**config.mk**
```make
export PLATFORM = sky130hd
export DESIGN_NAME = dcache_loader
export DESIGN_NICKNAME = d
export VERILOG_FILES = /design/src/rtl/dcache_loader.sv
export SDC_FILE = /design/constraint.sdc
export NUM_CORES = 1
export LEC_CHECK = 0
export CORE_MARGIN = 4
export CORE_UTILIZATION = 48
export CTS_CLUSTER_SIZE = 14
export DETAILED_ROUTE_END_ITERATION = 16
export PLACE_DENSITY = 0.81
export SYNTH_ARGS = -nofsm -noshare
export SYNTH_HDL_FRONTEND = slang
export SYNTH_SLANG_ARGS = --single-unit
```
**constraint.sdc**
```tcl
create_clock -name clk -period 2.15 [get_ports clk]
set_input_delay 0.43 -clock clk [delete_from_list [all_inputs] [get_ports clk]]
set_output_delay 0.43 -clock clk [all_outputs]
set_load 0.05 [all_outputs]
```
**src/rtl/dcache_loader.sv**
```systemverilog
// Purpose: preload engine that streams 32-bit words into the data cache's external write port.
// Latency: a word accepted in cycle N is written (data_en) in N+1; with readback it is compared in N+2.
// Backpressure: s_ready is high only in LOAD (held low during write/compare with readback); busy stalls the core.
//
// Ports:
//   clk, rst_n                 clock, asynchronous active-low reset
//   start, base_addr, word_cnt load request, sampled only in IDLE
//   s_valid, s_ready, s_data   input word stream (valid/ready)
//   data_en, input_data,
//   input_addr                 cache write port, one strobe per word
//   output_check               cache readback of input_addr (readback build only)
//   busy, done, err,
//   words_loaded               status; err = {readback, alignment, range}, sticky until next start
//
// Build option: define DCACHE_LOADER_READBACK_EN to add the VERIFY state and the readback compare.

module dcache_loader #(
  parameter int DPW   = 32,
  parameter int Depth = 120,
  parameter int CntW  = 8
) (
  input  logic            clk,
  input  logic            rst_n,
  input  logic            start,
  input  logic [DPW-1:0]  base_addr,
  input  logic [CntW-1:0] word_cnt,
  input  logic            s_valid,
  output logic            s_ready,
  input  logic [DPW-1:0]  s_data,
  output logic            data_en,
  output logic [DPW-1:0]  input_data,
  output logic [DPW-1:0]  input_addr,
  input  logic [DPW-1:0]  output_check,
  output logic            busy,
  output logic            done,
  output logic [2:0]      err,
  output logic [CntW-1:0] words_loaded
);

  // Wide enough that base + 4*count can never wrap.
  localparam int SumW = DPW + CntW + 2;

  typedef enum logic [1:0] {
    IDLE   = 2'd0,
    LOAD   = 2'd1,
`ifdef DCACHE_LOADER_READBACK_EN
    VERIFY = 2'd2,
`endif
    DONE   = 2'd3
  } state_t;

  state_t          state_q, state_d;
  logic [DPW-1:0]  addr_q, addr_d;          // address of the next word to accept
  logic [CntW-1:0] rem_q, rem_d;            // words still to accept
  logic [CntW-1:0] words_loaded_q, words_loaded_d;
  logic [DPW-1:0]  input_data_q, input_data_d;
  logic [DPW-1:0]  input_addr_q, input_addr_d;
  logic            data_en_q, data_en_d;
  logic [2:0]      err_q, err_d;

`ifdef DCACHE_LOADER_READBACK_EN
  // VERIFY spans two cycles: the write cycle (phase 0) and the compare cycle (phase 1).
  logic            vphase_q, vphase_d;
`else
  logic            unused_check;
  assign unused_check = ^output_check;
`endif

  logic [SumW-1:0] end_byte;
  assign end_byte = SumW'(base_addr) + (SumW'(word_cnt) << 2);

  always_comb begin
    state_d        = state_q;
    addr_d         = addr_q;
    rem_d          = rem_q;
    words_loaded_d = words_loaded_q;
    input_data_d   = input_data_q;
    input_addr_d   = input_addr_q;
    data_en_d      = 1'b0;
    err_d          = err_q;
    s_ready        = 1'b0;
`ifdef DCACHE_LOADER_READBACK_EN
    vphase_d       = vphase_q;
`endif

    case (state_q)
      IDLE: begin
        if (start) begin
          err_d          = 3'b000;
          words_loaded_d = '0;
          addr_d         = base_addr;
          rem_d          = word_cnt;
          if (base_addr[1:0] != 2'b00) begin
            err_d[1] = 1'b1;
            state_d  = DONE;
          end else if (end_byte > SumW'(Depth)) begin
            err_d[0] = 1'b1;
            state_d  = DONE;
          end else if (word_cnt == '0) begin
            state_d  = DONE;
          end else begin
            state_d  = LOAD;
          end
        end
      end

      LOAD: begin
        s_ready = 1'b1;
        if (s_valid) begin
          input_data_d   = s_data;
          input_addr_d   = addr_q;
          data_en_d      = 1'b1;
          addr_d         = addr_q + DPW'(4);
          words_loaded_d = words_loaded_q + CntW'(1);
          rem_d          = rem_q - CntW'(1);
`ifdef DCACHE_LOADER_READBACK_EN
          state_d        = VERIFY;
          vphase_d       = 1'b0;
`else
          if (rem_q == CntW'(1)) state_d = DONE;
`endif
        end
      end

`ifdef DCACHE_LOADER_READBACK_EN
      VERIFY: begin
        if (!vphase_q) begin
          vphase_d = 1'b1;
        end else begin
          // The cache wrote at the end of the previous cycle, so its readback is current now.
          if (output_check != input_data_q) err_d[2] = 1'b1;
          state_d = (rem_q == '0) ? DONE : LOAD;
        end
      end
`endif

      DONE: begin
        state_d = IDLE;
      end

      default: begin
        state_d = IDLE;
      end
    endcase
  end

  always_ff @(posedge clk or negedge rst_n) begin
    if (!rst_n) begin
      state_q        <= IDLE;
      addr_q         <= '0;
      rem_q          <= '0;
      words_loaded_q <= '0;
      input_data_q   <= '0;
      input_addr_q   <= '0;
      data_en_q      <= 1'b0;
      err_q          <= 3'b000;
`ifdef DCACHE_LOADER_READBACK_EN
      vphase_q       <= 1'b0;
`endif
    end else begin
      state_q        <= state_d;
      addr_q         <= addr_d;
      rem_q          <= rem_d;
      words_loaded_q <= words_loaded_d;
      input_data_q   <= input_data_d;
      input_addr_q   <= input_addr_d;
      data_en_q      <= data_en_d;
      err_q          <= err_d;
`ifdef DCACHE_LOADER_READBACK_EN
      vphase_q       <= vphase_d;
`endif
    end
  end

  assign data_en      = data_en_q;
  assign input_data   = input_data_q;
  assign input_addr   = input_addr_q;
  assign err          = err_q;
  assign words_loaded = words_loaded_q;
  assign busy         = (state_q != IDLE);
  assign done         = (state_q == DONE);

endmodule
```
# Word-level counts from Yosys, hierarchy flattened
# Cells that the tools add are included.
[totals]
register_bits = 117
latchBits = 0
ramBits = 0
romBits = 0
input_bits = 108
output_inout_bits = 79
elab_cells = 50
n_memories = 0
[classes]
addsub = 4
n_mul = 0
div = 0
n_lt_le_gt_ge = 1
n_eq_ne = 6
n_shift = 0
n_mux = 22
bitwise = 0
n_reduce_logical = 9
[op_table]
columns = ["cell", "count"]
rows = [
  ["two-way mux 32 bit", 2],
  ["case mux 32 bit (2 select lines)", 1],
  ["adder 32 x 10 -> 33 bit", 1],
  ["> comparator 33 x 7 -> 1 bit (second input constant)", 1],
  ["adder 32 x 3 -> 32 bit (second input constant)", 1],
  ["two-way mux 8 bit", 4],
  ["case mux 8 bit (2 select lines)", 2],
  ["two-way mux 2 bit", 6],
  ["adder 8 x 1 -> 8 bit (second input constant)", 1],
  ["equality test 8 x 1 -> 1 bit (second input constant)", 1],
  ["logical NOT 8 bit", 1],
  ["subtractor 8 x 1 -> 8 bit (second input constant)", 1],
  ["two-way mux 1 bit", 6],
  ["!= test 2 bit (second input constant)", 3],
  ["AND reduction 3 bit", 2],
  ["nonzero test 2 bit", 3],
  ["case mux 2 bit (2 select lines)", 1],
  ["AND reduction 2 bit", 2],
  ["equality test 2 x 1 -> 1 bit (second input constant)", 1],
  ["equality test 2 bit (second input constant)", 1],
  ["logical NOT 2 bit", 1],
]

# Longest topological paths before layout
[depth]
ltp_word = 6
mapped_depth = 11
ltp_nobuf = 11

# Worst setup path before layout
# OpenSTA, ideal clock, no wires.
[synth_path]
path_kind = "input to register"
from = "input base_addr[2]"
to = "register state_q[1]"
setup_time_ps = 151
t_arrival_ps = 2487
setup_slack_ps = -488
path_stages = 11
cell_sequence = "ha_1 inv_1 fa_1 nand2b_1 a211oi_4 o211ai_1 mux2_2 o22ai_1 and4bb_1 and4b_1 a22oi_2"
[synth_via]
elab_chain_cells = 6
[synth_lines]
columns = ["element", "line_no", "text"]
rows = [
  ["start, declared", "25", "input logic [DPW-1:0] base_addr,"],
  ["adder 32 x 10 -> 33 bit", "70", "assign end_byte = SumW'(base_addr) + (SumW'(word_cnt) << 2);"],
  ["> comparator 33 x 7 -> 1 bit", "96", "end else if (end_byte > SumW'(Depth)) begin"],
  ["two-way mux 2 bit", "96", ""],
  ["two-way mux 2 bit", "93", "if (base_addr[1:0] != 2'b00) begin"],
  ["two-way mux 2 bit", "88", "if (start) begin"],
  ["case mux 2 bit (2 select lines)", "86", "case (state_q)"],
  ["end signal, assigned", "161", "state_q <= state_d;"],
  ["end, declared", "52", "state_t state_q, state_d;"],
]
# No other way between the ends. The select of a mux whose other input is x is not followed.
# A chain may end at the register's enable or synchronous reset.

# Final worst setup path
# Ends and elaborated chain as after synthesis.

==> impl_metrics.csv <==
group,metric,value,unit
cells_and_area,nNetsFinal,1118,
routing,antenna_left,0,
sta,fin_crit_sh,107,%
synth,yosysWarnings,0,
clocking,cts.sinks,117,
synth,seq_area_frac_synth,46.5,%
status,violations,"setup timing",
placement,numPortBuffers,153,
sta,fin_crit,2.30,ns
sta,worst_slack,-0.152,ns
global_routing,grt_pass1_vias,6542,
min_path,hp-class,"in2reg",
cells_and_area,layout-drive-gt1-share,19.1,%
sta,fmax,0.434,GHz
floorplanning,start_util,49.5,%
routing,dr.pass1.iters,5,
global_routing,grt.overflow.total,0,
cells_and_area,syn2layout_area_growth,51.7,%
floorplanning,die-area,15000,um2
sta,rsz0062_at_grt,"true",
worst_setup_path,cp-end-kind,"register",
sta,drv_slew,0,
cells_and_area,final_cells,1181,
routing,wl_per_cell,17.3,um
synth,synth_top_area_share,46.5,%
synth,synth_top_area_cell,"dfrtp_1",
worst_setup_path,crit_type,"in2reg",
floorplanning,die_w,123,um
synth,synth_area,6300,um2
synth,synthMostInstantiatedCell,"nand2_1",
clocking,clock_latency,0.42,ns
sta,max-slew-margin-rel,58.2,%
floorplanning,coreArea,12700,um2
clocking,cts_buffers,17,
sta,worst_pin_slew,0.612,ns
clocking,cts_tree,"built",
flow_run,drv_cap,0,
worst_setup_path,required,2.42,ns
synth,netlist_instances,764,
synth,synthArstFlopShare,100,%
synth,syn_avg_cell_area,8.24,um2
clocking,htreeDepth,4,
routing,drc_errors,0,
pwr,leakagePower,4.42,nW
clocking,clockRootBuffer,"clkbuf_16",
sta,setup_violations,2,
placement,gp_congestion,0.968,
sta,hold_viol_final,0,
worst_setup_path,cp.arrival,2.57,ns
cells_and_area,multi_input_area,3380,um2
floorplanning,rows,41,
cells_and_area,fill_cells,958,
cells_and_area,ff_latch_area,2930,um2
synth,synthTopCellsByArea,"dfrtp_1 (46%), nand2_1 (15%), a21oi_1 (4.9%), o21ai_0 (3.3%), nor2_1 (2.7%)",
worst_setup_path,crit_path_max_fanout,3,
pwr,powerDensity,1520,nW/um2
pwr,p_total,14.5,mW
global_routing,grt_max_degree,70,
placement,dp.cells,1140,
synth,yosys_most_used_dff,"dfrtp_1",
global_routing,grt_pass1_wl,32500,um
global_routing,antenna_found_initial,0,
synth,synth-edff-count,0,
cells_and_area,n_antenna_cell,0,
routing,via_count,6595,
clocking,clk_path_buf_depth,2,
worst_setup_path,critPathLaunchType,"input pin",
synth,syn-num-nets,885,
status,status,"complete, but fails checks",
synth,ys_ff_latch,117,
synth,synth_commonest_cells,"nand2_1 (246), dfrtp_1 (117), a21oi_1 (62)",
sta,clock_skew,0.00983,ns
global_routing,grt_use_total,27.9,%
clocking,clk_pin_slew,0.06,ns
placement,dpl.hpwl,14500,um
synth,synth_cell_types,69,
sta,tns,-0.278,ns
routing,routed_wl,20400,um
routing,drt_first_iter_violations,511,
floorplanning,io_pins,187,
floorplanning,die_h,123,um
routing,viasPerCell,5.58,
pwr,irDropWorstVdd,0.00101,V
==> path summary, 6_finish.rpt <==
path / startpoint / end / slack [ns] / depth (start not counted)
min reg2reg: input_data[31] / input_data[31] / 0.47 / 2
min: base_addr[2] / addr_q[2] / 0.30 / 3
min in group asynchronous: rst_n / addr_q[8] / 0.53 / 2
max: base_addr[2] / state_q[1] / -0.15 / 13
max reg2reg: addr_q[14] / addr_q[31] / 0.20 / 7
max in group asynchronous: rst_n / words_loaded[1] / 0.98 / 3
==> per-stage QoR <==
stage               instance area (um2)  hold slack (ns)  util [%]  worst slack [ns]
floorplan                          6320            0.134         -            -0.312
global placement                   8650            0.425      68.0            -0.989
detailed placement                 8650            0.435      68.0             -1.04
CTS                                9510            0.290      74.7            -0.131
global route                       9550            0.313      75.1            -0.247
finish                             9550            0.303      75.1            -0.152
==> area by class of cell <==
| type | instances | share of cell area, % |
|---|---|---|
| clock inverters | 14 | 2.12 |
| multi-input cells | 595 | 35.4 |
| well taps | 172 | 2.25 |
| flip-flops and latches | 117 | 30.7 |
| inverters | 15 | 0.590 |
| clock buffers | 17 | 4.45 |
| repair buffers | 251 | 24.5 |
==> sequential cells by signal, indices dropped and copies added, names as in the netlist <==
name / flops
state_q: 2
addr_q: 32
input_addr: 32
words_loaded: 8
rem_q: 8
data_en: 1
err: 2
input_data: 32
==> report_power, final <==
| part | total [mW] | switching (mW) | internal [mW] |
|---|---|---|---|
| Sequential | 4.02 | 0.789 | 3.23 |
| Clock | 3.01 | 1.06 | 1.94 |
| Combinational | 7.49 | 4.96 | 2.53 |
==> metal layers <==
metal / share of wire [%] / wire, um / global-route usage [%] / up-vias
met5: 0 / 0 / 0 / -
met4: 2.7 / 543 / 10.8 / 0
met3: 6.9 / 1400 / 7.33 / 42
met2: 50 / 10300 / 46.4 / 261
met1: 40 / 8180 / 34.7 / 3176
li1: - / - / - / 3116
==> kinds of logic (layout without fill, tap and decap cells) <==
| family | Yosys count | in the layout | synth area share, % |
|---|---|---|---|
| buffers and inverters | 52 | 297 | 3.24 |
| adder cells (fa/ha/maj) | 13 | 13 | 2.70 |
| AND/OR/NAND/NOR | 397 | 397 | 28.8 |
| AO/OA/AOI/OAI | 165 | 165 | 16.0 |
| XOR/XNOR | 14 | 14 | 1.95 |
| other | 1 | 1 | 0.0595 |
| flip-flops | 117 | 117 | 46.5 |
| multiplexers | 5 | 5 | 0.854 |
==> placed cells by master (no fill, tap or decap), types with 5 or more instances in the layout <==
master and instances:
clkdlybuf4s15_2 6, a21oi_1 60, or3_1 5, dlygate4sd2_1 5
nand2_1 245, xor2_1 11, a31oi_1 6, nand3_1 27
ha_4 8, buf_12 6, clkbuf_16 17, nor2_1 44
o211ai_1 7, clkdlybuf4s50_1 124, dfrtp_1 117, dlymetal6s2s_1 5
and3_1 13, nor3_1 9, o22ai_1 9, inv_1 10
buf_4 93, nand4_1 14, o21ai_0 40, o21ai_1 5
==> worst max-delay path, cell delays in order <==
cell and delay [ns]:
buf_8 0.08, ha_4 0.13, inv_2 0.04, fa_2 0.36, nand2b_4 0.16, a211oi_4 0.29, buf_4 0.16, mux2i_1 0.06
a31oi_1 0.17, nand4b_1 0.12, and4bb_1 0.27, and4b_1 0.24, a22oi_2 0.06
==> what timing repair did <==
item | in CTS | in global routing
setup endpoints to repair | 3 | 5
setup buffers | 8 | 1
resized for setup | 88 | 10
hold buffers | 1 | 0
endpoints found under the hold margin | 22 | 0
pin swaps | 19 | 7
No activity file was read; power rests on OpenSTA's default activity.
